File: config.mk
export PLATFORM = sky130hd
export DESIGN_NAME = mem_arbiter_flat
export DESIGN_NICKNAME = d
export VERILOG_FILES = /design/src/rtl/mem_arb_pkg.sv /design/src/rtl/mem_arbiter_if.sv /design/src/rtl/mem_arb_wdog.sv /design/src/rtl/mem_arbiter.sv /design/src/flat_wrapper.sv
export SDC_FILE = /design/constraint.sdc
export NUM_CORES = 1
export LEC_CHECK = 0
export ABC_CLOCK_PERIOD_IN_PS = 3650
export CAP_MARGIN = 10
export CORE_MARGIN = 8
export CORE_UTILIZATION = 36
export DETAILED_ROUTE_END_ITERATION = 10
export PLACE_DENSITY = 0.87
export SETUP_SLACK_MARGIN = 0.05
export SYNTH_ARGS = -nofsm -noshare
export SYNTH_HDL_FRONTEND = slang
export SYNTH_HIERARCHICAL = 1
export SYNTH_SLANG_ARGS = --single-unit
File: constraint.sdc
create_clock -name clk -period 3.65 [get_ports clk]
set_input_delay 0.5475 -clock clk [delete_from_list [all_inputs] [get_ports clk]]
set_output_delay 0.5475 -clock clk [all_outputs]
set_load 0.005 [all_outputs]
File: src/rtl/mem_arb_pkg.sv
// -----------------------------------------------------------------------------
// mem_arb_pkg
// Shared types and defaults for the mem_arbiter slice:
//   - arb_state_e : arbiter FSM states (IDLE / IF_BUSY / D_BUSY)
//   - owner_e     : which requester won the current grant
//   - STARVE_MAX_DEF, TIMEOUT_DEF : default parameter values
//   - starve_cnt_w() : width of the starvation counter (never below 3 bits)
// -----------------------------------------------------------------------------
package mem_arb_pkg;

    typedef enum logic [1:0] {
        IDLE    = 2'd0,
        IF_BUSY = 2'd1,
        D_BUSY  = 2'd2
    } arb_state_e;

    typedef enum logic {
        OWN_IF = 1'b0,
        OWN_D  = 1'b1
    } owner_e;

    localparam int unsigned STARVE_MAX_DEF = 4;
    localparam int unsigned TIMEOUT_DEF    = 64;

    // Counter must hold STARVE_MAX itself; keep at least 3 bits.
    function automatic int unsigned starve_cnt_w(input int unsigned max_val);
        int unsigned w;
        w = $clog2(max_val + 1);
        return (w < 3) ? 3 : w;
    endfunction

endpackage

File: src/rtl/mem_arbiter_if.sv
// -----------------------------------------------------------------------------
// mem_arbiter_if
// Bundles the fetch port, the data port, the single-port memory port and the
// arbiter status flags.
//   slave  : the arbiter's view (requests and memory response in, the rest out)
//   master : the environment's view (requesters + memory model)
// Parameters: ADDR_W, DATA_W.
// -----------------------------------------------------------------------------
interface mem_arbiter_if #(
    parameter int unsigned ADDR_W = 32,
    parameter int unsigned DATA_W = 32
);
    // Instruction-fetch port
    logic              if_req;
    logic [ADDR_W-1:0] if_addr;
    logic [DATA_W-1:0] if_rdata;
    logic              if_ready;
    // Data (MEM stage) port
    logic              d_req;
    logic              d_we;
    logic [ADDR_W-1:0] d_addr;
    logic [DATA_W-1:0] d_wdata;
    logic [DATA_W-1:0] d_rdata;
    logic              d_ready;
    // Single-port memory
    logic              mem_req;
    logic              mem_we;
    logic [ADDR_W-1:0] mem_addr;
    logic [DATA_W-1:0] mem_wdata;
    logic [DATA_W-1:0] mem_rdata;
    logic              mem_ack;
    // Status
    logic              arb_busy;
    logic              arb_err;

    modport slave (
        input  if_req, if_addr, d_req, d_we, d_addr, d_wdata, mem_rdata, mem_ack,
        output if_rdata, if_ready, d_rdata, d_ready,
               mem_req, mem_we, mem_addr, mem_wdata, arb_busy, arb_err
    );

    modport master (
        output if_req, if_addr, d_req, d_we, d_addr, d_wdata, mem_rdata, mem_ack,
        input  if_rdata, if_ready, d_rdata, d_ready,
               mem_req, mem_we, mem_addr, mem_wdata, arb_busy, arb_err
    );

endinterface

File: src/rtl/mem_arb_wdog.sv
// -----------------------------------------------------------------------------
// mem_arb_wdog
// Busy-cycle watchdog for mem_arbiter (only built with MEM_ARB_TIMEOUT_EN).
// Ports:
//   clk, rst_n : clock, synchronous active-low reset
//   clr_i      : grant pulse, restarts the count
//   en_i       : arbiter is busy, count this cycle
//   expire_o   : high in the LIMIT-th busy cycle since the last clear
// Parameter: LIMIT (cycles).
// -----------------------------------------------------------------------------
module mem_arb_wdog
    import mem_arb_pkg::*;
#(
    parameter int unsigned LIMIT = TIMEOUT_DEF
) (
    input  logic clk,
    input  logic rst_n,
    input  logic clr_i,
    input  logic en_i,
    output logic expire_o
);
    localparam int unsigned    CW   = $clog2(LIMIT + 1);
    localparam logic [CW-1:0]  LAST = CW'(LIMIT - 1);

    logic [CW-1:0] cnt_q, cnt_d;

    // Count holds k-1 in the k-th busy cycle, so expiry lands in cycle LIMIT.
    assign expire_o = en_i && (cnt_q == LAST);

    always_comb begin
        cnt_d = cnt_q;
        if (clr_i) begin
            cnt_d = '0;
        end else if (en_i && !expire_o) begin
            cnt_d = cnt_q + 1'b1;
        end
    end

    always_ff @(posedge clk) begin
        if (!rst_n) begin
            cnt_q <= '0;
        end else begin
            cnt_q <= cnt_d;
        end
    end

endmodule

File: src/rtl/mem_arbiter.sv
// -----------------------------------------------------------------------------
// mem_arbiter
// Two-requester arbiter (instruction fetch vs. data) in front of one
// single-port memory. Data wins by default; after STARVE_MAX consecutive data
// grants with a fetch waiting, the fetch is forced through. Every transaction
// ends with one IDLE bubble cycle.
// Ports:
//   clk, rst_n : clock, synchronous active-low reset
//   bus        : mem_arbiter_if.slave (fetch port, data port, memory port,
//                arb_busy, arb_err)
// Parameters: ADDR_W, DATA_W, STARVE_MAX, TIMEOUT.
// Optional feature: define MEM_ARB_TIMEOUT_EN to add a watchdog that ends a
// transaction after TIMEOUT busy cycles with no mem_ack and sets arb_err.
// -----------------------------------------------------------------------------
module mem_arbiter
    import mem_arb_pkg::*;
#(
    parameter int unsigned ADDR_W     = 32,
    parameter int unsigned DATA_W     = 32,
    parameter int unsigned STARVE_MAX = STARVE_MAX_DEF,
    parameter int unsigned TIMEOUT    = TIMEOUT_DEF
) (
    input  logic          clk,
    input  logic          rst_n,
    mem_arbiter_if.slave  bus
);
    localparam int unsigned   SW         = starve_cnt_w(STARVE_MAX);
    localparam logic [SW-1:0] STARVE_LIM = SW'(STARVE_MAX);

    arb_state_e        state_q;
    logic [SW-1:0]     starve_q, starve_d;
    logic [ADDR_W-1:0] addr_q;
    logic [DATA_W-1:0] wdata_q;
    logic              mem_req_q;
    logic              mem_we_q;

    logic              grant_d;
    owner_e            owner_d;
    logic              wdog_expire;
    logic              busy;
    logic              done;

    assign busy = (state_q != IDLE);
    assign done = busy && (bus.mem_ack || wdog_expire);

    // Arbitration, evaluated only in IDLE.
    always_comb begin
        // NOTE: every always_comb output gets a default first so no path can
        // leave it unassigned and infer a latch.
        grant_d  = 1'b0;
        owner_d  = OWN_IF;
        starve_d = starve_q;
        if (state_q == IDLE) begin
            if (bus.d_req && !(bus.if_req && starve_q == STARVE_LIM)) begin
                grant_d = 1'b1;
                owner_d = OWN_D;
                if (bus.if_req) begin
                    starve_d = (starve_q == STARVE_LIM) ? starve_q : starve_q + 1'b1;
                end else begin
                    starve_d = '0;
                end
            end else if (bus.if_req) begin
                grant_d  = 1'b1;
                owner_d  = OWN_IF;
                starve_d = '0;
            end
        end
    end

    always_ff @(posedge clk) begin
        if (!rst_n) begin
            // NOTE: the latched address/data fields are reset as well, so
            // mem_addr/mem_wdata come out of reset as zero rather than X.
            state_q   <= IDLE;
            starve_q  <= '0;
            addr_q    <= '0;
            wdata_q   <= '0;
            mem_req_q <= 1'b0;
            mem_we_q  <= 1'b0;
        end else begin
            // NOTE: non-blocking assignments throughout, so every register
            // here updates from the values present before the edge.
            starve_q <= starve_d;
            case (state_q)
                IDLE: begin
                    if (grant_d) begin
                        state_q   <= (owner_d == OWN_D) ? D_BUSY : IF_BUSY;
                        mem_req_q <= 1'b1;
                        mem_we_q  <= (owner_d == OWN_D) && bus.d_we;
                        addr_q    <= (owner_d == OWN_D) ? bus.d_addr : bus.if_addr;
                        wdata_q   <= (owner_d == OWN_D) ? bus.d_wdata : '0;
                    end
                end
                default: begin
                    // Back to IDLE for the mandatory bubble; addr/wdata hold.
                    if (done) begin
                        state_q   <= IDLE;
                        mem_req_q <= 1'b0;
                        mem_we_q  <= 1'b0;
                    end
                end
            endcase
        end
    end

`ifdef MEM_ARB_TIMEOUT_EN
    logic arb_err_q;

    mem_arb_wdog #(
        .LIMIT (TIMEOUT)
    ) u_wdog (
        .clk      (clk),
        .rst_n    (rst_n),
        .clr_i    (grant_d),
        .en_i     (busy),
        .expire_o (wdog_expire)
    );

    // Sticky until reset.
    always_ff @(posedge clk) begin
        if (!rst_n) begin
            arb_err_q <= 1'b0;
        end else if (wdog_expire) begin
            arb_err_q <= 1'b1;
        end
    end

    assign bus.arb_err = arb_err_q;
`else
    assign wdog_expire = 1'b0;
    assign bus.arb_err = 1'b0;
`endif

    // Ready follows mem_ack combinationally; a watchdog expiry also completes
    // the transaction but returns zero data.
    assign bus.if_ready  = (state_q == IF_BUSY) && (bus.mem_ack || wdog_expire);
    assign bus.d_ready   = (state_q == D_BUSY)  && (bus.mem_ack || wdog_expire);
    assign bus.if_rdata  = ((state_q == IF_BUSY) && bus.mem_ack) ? bus.mem_rdata : '0;
    assign bus.d_rdata   = ((state_q == D_BUSY)  && bus.mem_ack) ? bus.mem_rdata : '0;

    assign bus.mem_req   = mem_req_q;
    assign bus.mem_we    = mem_we_q;
    assign bus.mem_addr  = addr_q;
    assign bus.mem_wdata = wdata_q;
    assign bus.arb_busy  = busy;

endmodule

File: src/flat_wrapper.sv
// flat-port wrapper written by rule: the top's interface ports become plain ports
module mem_arbiter_flat import mem_arb_pkg::*;
#(
    parameter int unsigned ADDR_W     = 32,
    parameter int unsigned DATA_W     = 32,
    parameter int unsigned STARVE_MAX = STARVE_MAX_DEF,
    parameter int unsigned TIMEOUT    = TIMEOUT_DEF
)
  (clk, rst_n, bus_if_req, bus_if_addr, bus_d_req, bus_d_we, bus_d_addr, bus_d_wdata, bus_mem_rdata, bus_mem_ack, bus_if_rdata, bus_if_ready, bus_d_rdata, bus_d_ready, bus_mem_req, bus_mem_we, bus_mem_addr, bus_mem_wdata, bus_arb_busy, bus_arb_err);
  mem_arbiter_if #(.ADDR_W(ADDR_W), .DATA_W(DATA_W)) bus_i ();
  input  logic clk;
  input  logic rst_n;
  input wire logic [$bits(bus_i.if_req)-1:0] bus_if_req;
  input wire logic [$bits(bus_i.if_addr)-1:0] bus_if_addr;
  input wire logic [$bits(bus_i.d_req)-1:0] bus_d_req;
  input wire logic [$bits(bus_i.d_we)-1:0] bus_d_we;
  input wire logic [$bits(bus_i.d_addr)-1:0] bus_d_addr;
  input wire logic [$bits(bus_i.d_wdata)-1:0] bus_d_wdata;
  input wire logic [$bits(bus_i.mem_rdata)-1:0] bus_mem_rdata;
  input wire logic [$bits(bus_i.mem_ack)-1:0] bus_mem_ack;
  output wire logic [$bits(bus_i.if_rdata)-1:0] bus_if_rdata;
  output wire logic [$bits(bus_i.if_ready)-1:0] bus_if_ready;
  output wire logic [$bits(bus_i.d_rdata)-1:0] bus_d_rdata;
  output wire logic [$bits(bus_i.d_ready)-1:0] bus_d_ready;
  output wire logic [$bits(bus_i.mem_req)-1:0] bus_mem_req;
  output wire logic [$bits(bus_i.mem_we)-1:0] bus_mem_we;
  output wire logic [$bits(bus_i.mem_addr)-1:0] bus_mem_addr;
  output wire logic [$bits(bus_i.mem_wdata)-1:0] bus_mem_wdata;
  output wire logic [$bits(bus_i.arb_busy)-1:0] bus_arb_busy;
  output wire logic [$bits(bus_i.arb_err)-1:0] bus_arb_err;
  assign bus_i.if_req = bus_if_req;
  assign bus_i.if_addr = bus_if_addr;
  assign bus_i.d_req = bus_d_req;
  assign bus_i.d_we = bus_d_we;
  assign bus_i.d_addr = bus_d_addr;
  assign bus_i.d_wdata = bus_d_wdata;
  assign bus_i.mem_rdata = bus_mem_rdata;
  assign bus_i.mem_ack = bus_mem_ack;
  assign bus_if_rdata = bus_i.if_rdata;
  assign bus_if_ready = bus_i.if_ready;
  assign bus_d_rdata = bus_i.d_rdata;
  assign bus_d_ready = bus_i.d_ready;
  assign bus_mem_req = bus_i.mem_req;
  assign bus_mem_we = bus_i.mem_we;
  assign bus_mem_addr = bus_i.mem_addr;
  assign bus_mem_wdata = bus_i.mem_wdata;
  assign bus_arb_busy = bus_i.arb_busy;
  assign bus_arb_err = bus_i.arb_err;
  mem_arbiter #(.ADDR_W(ADDR_W), .DATA_W(DATA_W), .STARVE_MAX(STARVE_MAX), .TIMEOUT(TIMEOUT)) u_core (.clk(clk), .rst_n(rst_n), .bus(bus_i));
endmodule
==> summary.md, run 1 <==
| Metric | Value |
|---|---|
| Outcome | `finished clean` |
| Worst path required time | `3.10 ns` |
| Port Buf Inserts | `266` |
| Final Hold Viols | `0` |
| Setup CP Type | `input port to output port` |
| # hold bufs at CTS | `0` |
| Sw frac | `26.23%` |
| Syn Inst Count | `429` |
| Global router's overall resource usage | `21.60%` |
| Detail Route Antenna Nets | `0` |
| Via count | `3887` |
| Final net count | `813` |
| CP top delay family | `buffers and inverters` |
| NetSw | `567.9 uW` |
| Worst Hold Class | `register to register` |
| Placed cell areas | `6070 um2` |
| GRT overflow | `0` |
| DRT Pass-1 Iters | `6` |
| Combinational share of power | `26.8%` |
| Layout fillers | `727` |
| Setup crit end | `bus_if_rdata[9]` |
| Final Max Slew Viols | `0` |
| Share of layout cells above drive strength 1 | `4.106%` |
| Hpwl dp | `11640 um` |
| Clock root buffer | `clkbuf_8` |
| Final worst path period share | `77.14%` |
| #FFs+latches synth | `71` |
| CP Capture Type | `output port` |
| Sequential area share after synthesis | `42.00%` |
| Worst path bufs/invs | `3` |
| Measured slew at the worst slew-check pin | `1.058 ns` |
| CTS buffer count | `9` |
| Arrival time worst endpoint | `2.27 ns` |
| DR vias/cell | `4.902` |
| Worst setup SP type | `input port` |
| Post-synth cell types | `31` |
| Vias in the first global route | `4094` |
| CTS Sinks | `71` |
| Max-cap check violation count | `0` |
| Post-DR wirelength/cell | `18.26 um` |
| Rows | `35` |
| Mapped Avg Cell Area | `7.889 um2` |
| Fin area | `6299 um2` |
| Core area | `9196 um2` |
| Clock tree buffer depth | `2` |
| Final min period | `2.816 ns` |
| Syn. warnings | `6` |
| CTS H-tree lvls | `3` |
| RSZ-0062 raised after global routing | `no` |
| WP depth | `6` |
| Post-CTS Setup Bufs | `0` |
| Die Y | `113.0 um` |
| Max FO, Critical Path | `33` |
| Max-slew headroom | `29.45%` |
| Max Clock Freq | `355.2 MHz` |
| Worst-path cell chain | `clkdlybuf4s50_1, nand2_1, nor2_1, buf_4, and2_1, clkdlybuf4s50_1` |
| Critical path startpoint | `bus_mem_ack` |
| Worst clock skew | `0.01205 ns` |
| Sequential share of power | `40.5%` |
| Power Total | `2165 uW` |
| Synthesized Nets | `565` |
| Final setup viols | `0` |
| Final GP Congestion | `0.8291` |
| Setup TNS | `0 ns` |
| Ant diodes | `0` |
| Clk Latency, worst-skew pair | `0.33 ns` |
| Leak Pwr | `0.002438 uW` |
| Largest net degree at the start of global routing | `49` |
| First-pass GRT wire length | `21680 um` |
| CP dominant cell by count | `clkdlybuf4s50_1` |
| Clock share of power | `32.8%` |
| Slowest cell on crit path | `clkdlybuf4s50_1` |
| # DRC | `0` |
| R2R Path Start | `u_core/starve_q[0]` |
| Flop2flop setup slack | `1.49 ns` |
| Most common cell after layout, fill and taps aside | `clkdlybuf4s50_1` |
| Iteration-0 DRC count of the detailed router | `244` |
| Most frequent cells in the layout | `clkdlybuf4s50_1 (266), nand2_1 (100), dfxtp_1 (71)` |
| Die W | `113.0 um` |
| Final wirelength | `14480 um` |
| Clock-pin transition on the worst setup and hold timing paths | `0.08 ns` |
| Starting Density | `36.80%` |
| P per Cell Area | `343.8 nW/um2` |
| Layout area overhead | `86.10%` |
| Initial antenna violation count | `0` |
| Slowest stage delay, CP | `0.55 ns` |
| CTS tree | `yes` |
| Die area | `12760 um2` |
| Reg2Reg Depth | `6` |
| Resized cells post-CTS | `0` |
| Mapped cell area | `3384 um2` |
| Peak VDD IR | `0.0002506 V` |
| Pint | `1597 uW` |
| IO Pins | `268` |
| RR Endpoint | `u_core/bus.mem_wdata[22]` |
power by group through the flow:
stage          registers, uW  clock network, uW  logic, uW
2_1_floorplan            897                  0        211
3_3_place_gp             889                  0        572
3_5_place_dp             894                  0        584
4_1_cts                  876                727        587
5_1_grt                  884                766        628
6_report                 876                710        580
flip-flops by register name, summed over array words and instances (netlist names):
| register | cells |
|---|---|
| u_core/bus.mem_addr | 32 |
| u_core/bus.mem_req | 1 |
| u_core/bus.mem_wdata | 32 |
| u_core/bus.mem_we | 1 |
| u_core/starve_q | 3 |
| u_core/state_q | 2 |
per-stage QoR:
step	hold WS [ns]	cells	util, %	setup WS (ns)
final	0.4557	793	68.49	0.8343
after global routing	0.4716	793	68.49	0.7246
after CTS	0.4578	793	68.49	0.8294
after detailed placement	0.4464	777	66.00	0.8438
after global placement	0.4417	777	66.00	0.9096
after floorplan	0.4501	429	-	1.913
metal layers:
metal | up-vias | routed length [um] | GRT usage [%] | part of all wire (%)
met5 | - | 0 | 0 | 0
met4 | 0 | 365 | 8.526 | 2.5
met3 | 27 | 1451 | 9.531 | 10
met2 | 170 | 7673 | 40.74 | 53
met1 | 1753 | 4989 | 19.88 | 34
li1 | 1937 | - | - | -
layout make-up:
cell class | count | area, um2 | area share [%]
Multi-Input combinational cell | 317 | 1759 | 27.93
Clock buffer | 10 | 137.6 | 2.185
Clock inverter | 6 | 91.34 | 1.450
Inverter | 4 | 15.01 | 0.2384
Timing Repair Buffer | 274 | 2735 | 43.42
Tap cell | 111 | 138.9 | 2.205
Sequential cell | 71 | 1421 | 22.57
worst register-to-register path: stages, from the launching register on:
cell and delay (ns):
dfxtp_1 0.33, inv_1 0.08, ha_1 0.17, nand2_1 0.09, a2111oi_4 0.37, nand2b_1 0.86
a21oi_1 0.11
logic make-up after synthesis:
logic type / Yosys count / share of synthesized area [%]
AO/OA/AOI/OAI: 106 / 20.11
adder cells (fa/ha/maj): 2 / 0.7393
buffers and inverters: 41 / 6.100
flip-flops: 71 / 42.00
other: 1 / 0.1108
AND/OR/NAND/NOR: 208 / 30.94
synth_stat cells:
cell type | n | area share, %
nor2_2 | 1 | 0.18
a32oi_1 | 2 | 0.52
a22oi_1 | 5 | 1.1
clkbuf_1 | 19 | 2.1
o21ai_0 | 12 | 1.8
dfxtp_1 | 71 | 42
and2_1 | 65 | 12
and3_1 | 23 | 4.3
nor2b_1 | 9 | 1.7
nand2_1 | 101 | 11
or2_2 | 1 | 0.18
inv_1 | 4 | 0.44
o21a_1 | 1 | 0.22
a21boi_1 | 12 | 2.7
nand3_1 | 3 | 0.44
buf_2 | 8 | 1.2
ha_1 | 2 | 0.74
buf_4 | 7 | 1.6
a31oi_1 | 10 | 1.8
nor2_1 | 1 | 0.11
a21boi_0 | 12 | 2.7
clkbuf_2 | 1 | 0.15
a2111oi_4 | 1 | 0.81
nand2b_1 | 2 | 0.37
a21oi_1 | 28 | 4.1
o22ai_1 | 22 | 4.1
o211a_1 | 1 | 0.30
nor4b_1 | 1 | 0.26
buf_6 | 2 | 0.67
conb_1 | 1 | 0.11
and3b_1 | 1 | 0.26
how the worst min path moves through the flow:
stage | startpoint | to | slack [ns] | cells past startpoint
2_1_floorplan | u_core/bus.mem_wdata[10] | u_core/bus.mem_wdata[10] | 0.45 | 2
3_3_place_gp | u_core/bus.mem_wdata[11] | u_core/bus.mem_wdata[11] | 0.44 | 2
3_5_place_dp | u_core/bus.mem_wdata[7] | u_core/bus.mem_wdata[7] | 0.45 | 2
4_1_cts | u_core/bus.mem_wdata[7] | u_core/bus.mem_wdata[7] | 0.46 | 2
5_1_grt | u_core/bus.mem_wdata[4] | u_core/bus.mem_wdata[4] | 0.47 | 2
6_report | u_core/bus.mem_wdata[23] | u_core/bus.mem_wdata[23] | 0.46 | 2
Power figures use the tool's default switching activity.
==> run 2, diff against run 1 <==
--- a/config.mk
+++ b/config.mk
@@ -5,12 +5,12 @@
 export SDC_FILE = /design/constraint.sdc
 export NUM_CORES = 1
 export LEC_CHECK = 0
-export ABC_CLOCK_PERIOD_IN_PS = 3650
+export ABC_CLOCK_PERIOD_IN_PS = 2500
 export CAP_MARGIN = 10
 export CORE_MARGIN = 8
-export CORE_UTILIZATION = 36
+export CORE_UTILIZATION = 30
 export DETAILED_ROUTE_END_ITERATION = 10
-export PLACE_DENSITY = 0.87
+export PLACE_DENSITY = 0.77
 export SETUP_SLACK_MARGIN = 0.05
 export SYNTH_ARGS = -nofsm -noshare
 export SYNTH_HDL_FRONTEND = slang
==> constraint.sdc (replaced) <==
create_clock -name clk -period 2.5 [get_ports clk]
set_input_delay 0.375 -clock clk [delete_from_list [all_inputs] [get_ports clk]]
set_output_delay 0.375 -clock clk [all_outputs]
set_load 0.005 [all_outputs]
==> run 2 against run 1 <==
  * Register-to-register slack got worse by 0.83 ns
  * First-iteration DRC count decreased by 11%
  * Largest cell class unchanged
  * Critical path depth unchanged
  * Final cell count increased by 4.5%
  * Worst hold slack got worse by 0.0045 ns
  * Combinational power increased by 51%
  * Via count increased by 1.9%
  * Die area increased by 17%
==> summary.md, run 2 (synthesis results as in run 1) <==
| Metric | Value |
|---|---|
| Via count | `3959 (+1.9%)` |
| Clock-pin transition on the worst setup and hold timing paths | `0.05 ns (-0.03 ns)` |
| CTS Sinks | `71 (unchanged)` |
| Vias in the first global route | `4041 (-1.3%)` |
| Final Hold Viols | `0 (unchanged)` |
| Setup TNS | `0 ns (unchanged)` |
| Critical path startpoint | `bus_mem_ack` |
| Clock tree buffer depth | `2 (unchanged)` |
| Core area | `10940 um2 (+19%)` |
| Leak Pwr | `0.002509 uW (+2.9%)` |
| Rows | `38 (+8.6%)` |
| Layout area overhead | `92.38%` |
| Dpl cells | `813 (+4.6%)` |
| Worst Hold Class | `register to register` |
| Final setup viols | `0 (unchanged)` |
| Core Util, Final | `59.54% (-8.9 points)` |
| Resized cells post-CTS | `0 (unchanged)` |
| Worst path required time | `2.12 ns (-0.98 ns)` |
| Worst setup SP type | `input port` |
| Final Max Slew Viols | `0 (unchanged)` |
| RSZ-0062 raised after global routing | `no` |
| Post-Layout Cell Count | `829 (+4.5%)` |
| Final worst path period share | `94.89%` |
| Detail Route Antenna Nets | `0 (unchanged)` |
| Starting Density | `30.95% (-5.9 points)` |
| GRT overflow | `0 (unchanged)` |
| # DRC | `0 (unchanged)` |
| CTS tree | `yes` |
| Setup CP Type | `input port to output port` |
| Global router's overall resource usage | `19.28% (-2.3 points)` |
| Detail Route met2 WL | `7635 um (-0.50%)` |
| Most frequent cells in the layout | `clkdlybuf4s50_1 (266), nand2_1 (100), dfxtp_1 (69)` |
| Max FO, Critical Path | `33 (unchanged)` |
| Largest net degree at the start of global routing | `34 (-31%)` |
| Post-CTS Setup Bufs | `0 (unchanged)` |
| Die area | `14940 um2 (+17%)` |
| Hold slack | `0.4512 ns (-0.004479 ns)` |
| Die W | `122.2 um (+8.2%)` |
| Most common cell after layout, fill and taps aside | `clkdlybuf4s50_1` |
| # hold bufs at CTS | `0 (unchanged)` |
| Hpwl dp | `12190 um (+4.8%)` |
| CTS H-tree lvls | `3 (unchanged)` |
| Uppermost routed layer | `met4` |
| Share of layout cells above drive strength 1 | `5.225% (+1.1 points)` |
| CTS buffer count | `9 (unchanged)` |
| IO Pins | `268 (unchanged)` |
| Initial antenna violation count | `0 (unchanged)` |
| DRT met1 WL | `5409 um (+8.4%)` |
| Iteration-0 DRC count of the detailed router | `216 (-11%)` |
| CP Capture Type | `output port` |
| Clk Latency, worst-skew pair | `0.33 ns (about the same)` |
| Max Clock Freq | `421.6 MHz` |
| Max-cap check violation count | `0 (unchanged)` |
| Worst clock skew | `0.005274 ns (-0.006774 ns)` |
| R2R Path Start | `u_core/starve_q[0]` |
| Final net count | `820 (+0.86%)` |
| Outcome | `finished clean` |
| Port Buf Inserts | `266 (unchanged)` |
| Final GP Congestion | `0.8114 (-2.1%)` |
| DRT Pass-1 Iters | `5 (-1)` |
| Final min period | `2.372 ns` |
| Final wirelength | `15170 um (+4.7%)` |
| Met3 routed WL | `1740 um (+20%)` |
| Power Total | `3420 uW (+58%)` |
| Hold path startpoint | `u_core/bus.mem_addr[28]` |
| First-pass GRT wire length | `22310 um (+2.9%)` |
| Arrival time worst endpoint | `2.00 ns (-0.27 ns)` |
| Post-DR wirelength/cell | `18.30 um (+0.20%)` |
| Peak VDD IR | `0.0003748 V (+50%)` |
| Clock root buffer | `clkbuf_16` |
| P per Cell Area | `525.2 nW/um2 (+53%)` |
| Die Y | `122.2 um (+8.2%)` |
| DR vias/cell | `4.776 (-2.6%)` |
| Ant diodes | `0 (unchanged)` |
[run 2: path summary, 6_finish.rpt]
| path | endpoint | cells after the start | slack (ns) |
|---|---|---|---|
| worst min register to register | u_core/bus.mem_addr[28] | 2 | 0.45 |
| worst max-delay path | bus_if_rdata[31] | 6 | 0.13 |
| worst min-delay path | u_core/bus.mem_addr[28] | 2 | 0.45 |
| worst max register to register | u_core/bus.mem_wdata[20] | 7 | 0.66 |
[run 2: area by class of cell]
cell class                 count  area [um2]
timing repair buffer         281        2838
multi-input combinational    317        1759
tap                          140       175.2
clock inverter                 6       71.32
clock buffer                  10       229.0
inverter                       4       15.01
fill                         940        4424
sequential                    71        1424
[run 2: per-layer routing]
metal,track usage [%],vias to the layer above
met5,0,-
met4,7.540,0
met3,8.360,25
met2,34.57,188
met1,19.35,1798
li1,-,1948
[run 2: per-stage QoR]
step,cell area [um2],setup WS (ns)
after floorplan,3385,0.8937
after global placement,6208,0.1808
after detailed placement,6208,0.1211
after CTS,6509,0.1066
after global routing,6511,0.06864
final,6511,0.1278
[run 2: where the power goes]
group | leakage, uW | switching [uW] | total (uW) | internal, uW
Clock | 0.000139 | 482 | 1260 | 777
Combinational | 0.00178 | 349 | 878 | 530
Sequential | 0.000586 | 52.4 | 1280 | 1230
[run 2: worst max-delay path, cell delays in order]
cell and delay (ns):
clkdlybuf4s50_1 0.51, nand2_1 0.06, nor2_1 0.18, buf_12 0.19, and2_1 0.15, clkdlybuf4s50_1 0.52
==> run 3, diff against run 2 <==
--- a/config.mk
+++ b/config.mk
@@ -7,10 +7,12 @@
 export LEC_CHECK = 0
 export ABC_CLOCK_PERIOD_IN_PS = 2500
 export CAP_MARGIN = 10
+export CELL_PAD_IN_SITES_DETAIL_PLACEMENT = 0
+export CELL_PAD_IN_SITES_GLOBAL_PLACEMENT = 2
 export CORE_MARGIN = 8
-export CORE_UTILIZATION = 30
+export CORE_UTILIZATION = 15
 export DETAILED_ROUTE_END_ITERATION = 10
-export PLACE_DENSITY = 0.77
+export PLACE_DENSITY_LB_ADDON = 0.1
 export SETUP_SLACK_MARGIN = 0.05
 export SYNTH_ARGS = -nofsm -noshare
 export SYNTH_HDL_FRONTEND = slang
==> run 3 against run 2 <==
  * Sequential power about the same
  * Critical endpoint is now bus_d_rdata[12]
  * Core utilization is 30 points lower
  * Power rose by 0.80%
  * Sequential cell count unchanged
  * Count of clock-buffer cells in the layout up 3
  * Via count fell by 1.6%
  * Final cell count up 17%
  * Die area grew 85%
  * Clock skew rose by 0.0015 ns
  * Non-clock buffer count fell by 2
  * Maximum frequency grew 0.17%
  * Global-route usage shrank 7.4 points
==> summary.md, run 3 (synthesis results as in run 1) <==
| Metric | Value |
|---|---|
| Outcome | `finished clean` |
| Arrival time worst endpoint | `1.99 ns (about the same)` |
| Placed cell areas | `6347 um2 (+2.2%)` |
| Vias in the first global route | `4244 (+5.0%)` |
| CTS buffer count | `9 (unchanged)` |
| # DRC | `0 (unchanged)` |
| Iteration-0 DRC count of the detailed router | `165 (-24%)` |
| DRT met1 WL | `6965 um (+29%)` |
| Ant diodes | `0 (unchanged)` |
| Dpl cells | `956 (+18%)` |
| Area of the multi-input gates | `1764 um2 (+0.28%)` |
| Final wirelength | `16700 um (+10%)` |
| CTS tree | `yes` |
| Die area | `27630 um2 (+85%)` |
| Met3 routed WL | `1738 um (-0.11%)` |
| Die W | `166.2 um (+36%)` |
| Max Clock Freq | `422.3 MHz (+0.17%)` |
| Power Total | `3447 uW (+0.80%)` |
| Initial antenna violation count | `1 (+1)` |
| Most common cell after layout, fill and taps aside | `clkdlybuf4s50_1` |
| Fin area | `6645 um2 (+2.1%)` |
| Clock root buffer | `clkbuf_16` |
| Uppermost routed layer | `met5` |
| P per Cell Area | `518.7 nW/um2 (-1.2%)` |
| Layout fillers | `2358 (+150%)` |
| Peak VDD IR | `0.0002190 V (-42%)` |
| Clock-pin transition on the worst setup and hold timing paths | `0.05 ns (about the same)` |
| Final net count | `818 (-0.24%)` |
| Leak Pwr | `0.002500 uW (-0.40%)` |
| DR vias/cell | `4.006 (-16%)` |
| Post-CTS Setup Bufs | `0 (unchanged)` |
| Share of layout cells above drive strength 1 | `4.949% (-0.28 points)` |
| Final worst path period share | `94.73% (-0.16 points)` |
| # hold bufs at CTS | `0 (unchanged)` |
| Flop2flop setup slack | `0.60 ns (-0.06 ns)` |
| CP top delay family | `buffers and inverters` |
| Global router's overall resource usage | `11.89% (-7.4 points)` |
| Core area | `22370 um2 (+100%)` |
| CTS Sinks | `71 (unchanged)` |
| Worst setup SP type | `register` |
| Setup CP Type | `register to output port` |
| Final Max Slew Viols | `0 (unchanged)` |
| Most frequent cells in the layout | `clkdlybuf4s50_1 (264), nand2_1 (100), dfxtp_1 (71)` |
| Final Hold Viols | `0 (unchanged)` |
| Reg2Reg Depth | `4 (-3)` |
| Via count | `3894 (-1.6%)` |
| Detail Route met2 WL | `7709 um (+0.97%)` |
| Die Y | `166.2 um (+36%)` |
| GRT overflow | `0 (unchanged)` |
| Hold slack | `0.4508 ns (-0.0004400 ns)` |
| Detail Route Antenna Nets | `0 (unchanged)` |
| Slowest cell on crit path | `clkdlybuf4s50_1` |
| Slowest stage delay, CP | `0.56 ns (+0.04 ns)` |
| Post-DR wirelength/cell | `17.18 um (-6.1%)` |
| Clk Latency, worst-skew pair | `0.34 ns (about the same)` |
| Max-slew headroom | `39.09%` |
| Worst Hold Class | `register to register` |
| Final GP Congestion | `0.7226 (-11%)` |
| Resized cells post-CTS | `0 (unchanged)` |
| Post-Layout Cell Count | `972 (+17%)` |
| Max FO, Critical Path | `33 (unchanged)` |
| Layout area overhead | `96.34%` |
| Final min period | `2.368 ns (-0.004053 ns)` |
| IO Pins | `268 (unchanged)` |
| Starting Density | `15.13% (-16 points)` |
| FF/Latch Area | `1421 um2 (-0.18%)` |
| Worst clock skew | `0.006763 ns (+0.001489 ns)` |
| Setup TNS | `0 ns (unchanged)` |
| CTS H-tree lvls | `3 (unchanged)` |
| Hpwl dp | `13020 um (+6.8%)` |
| Port Buf Inserts | `266 (unchanged)` |
| DRT Pass-1 Iters | `5 (unchanged)` |
| Worst-path cell chain | `and3b_1, buf_12, and2_1, clkdlybuf4s50_1` |
| Worst path required time | `2.12 ns (about the same)` |
| Worst path bufs/invs | `2 (-1)` |
| Max-cap check violation count | `0 (unchanged)` |
| Final setup viols | `0 (unchanged)` |
| WP depth | `4 (-2)` |
| RSZ-0062 raised after global routing | `no` |
| Measured slew at the worst slew-check pin | `0.9136 ns` |
| Rows | `55 (+45%)` |
| Hold path depth | `2 (unchanged)` |
| Clock tree buffer depth | `2 (unchanged)` |
| CP Capture Type | `output port` |
| First-pass GRT wire length | `25350 um (+14%)` |
| Largest net degree at the start of global routing | `49 (+44%)` |
-- run 3: worst paths after layout --
check	start	endpoint
worst min-delay path	u_core/bus.mem_addr[30]	u_core/bus.mem_addr[30]
worst max-delay path	u_core/state_q[1]	bus_d_rdata[12]
worst max register to register	u_core/state_q[1]	u_core/bus.mem_addr[18]
worst min register to register	u_core/bus.mem_addr[30]	u_core/bus.mem_addr[30]
-- run 3: per-stage QoR --
stage / setup WS [ns] / utilization, %
2_1_floorplan: 0.8937 / -
3_3_place_gp: 0.1066 / 28.38
3_5_place_dp: 0.07257 / 28.38
4_1_cts: 0.05112 / 29.69
5_1_grt: 0.05294 / 29.71
6_report: 0.1319 / 29.71
-- run 3: worst min-delay path, cell delays in order (launching register included) --
cell	delay (ns)
dfxtp_1	0.31
nand2_1	0.05
a21boi_1	0.05
-- run 3: routing by layer --
layer  track usage, %  up-vias
met5                0        -
met4            4.387        2
met3            5.657       18
met2            20.10      189
met1            12.77     1736
li1                 -     1949
-- run 3: report_power, final --
part	internal, uW	leakage (uW)	switching (uW)	total [uW]
sequential	1230	0.000585	53.0	1280
combinational	518	0.00177	359	877
clock	800	0.000140	488	1290
-- run 3: layout make-up --
| cell class | count | area share [%] |
|---|---|---|
| clock buffer | 13 | 3.766 |
| clock inverter | 3 | 0.6402 |
| inverter | 4 | 0.2259 |
| multi-input combinational | 317 | 26.55 |
| sequential | 71 | 21.39 |
| tap | 285 | 5.366 |
| timing repair buffer | 279 | 42.06 |
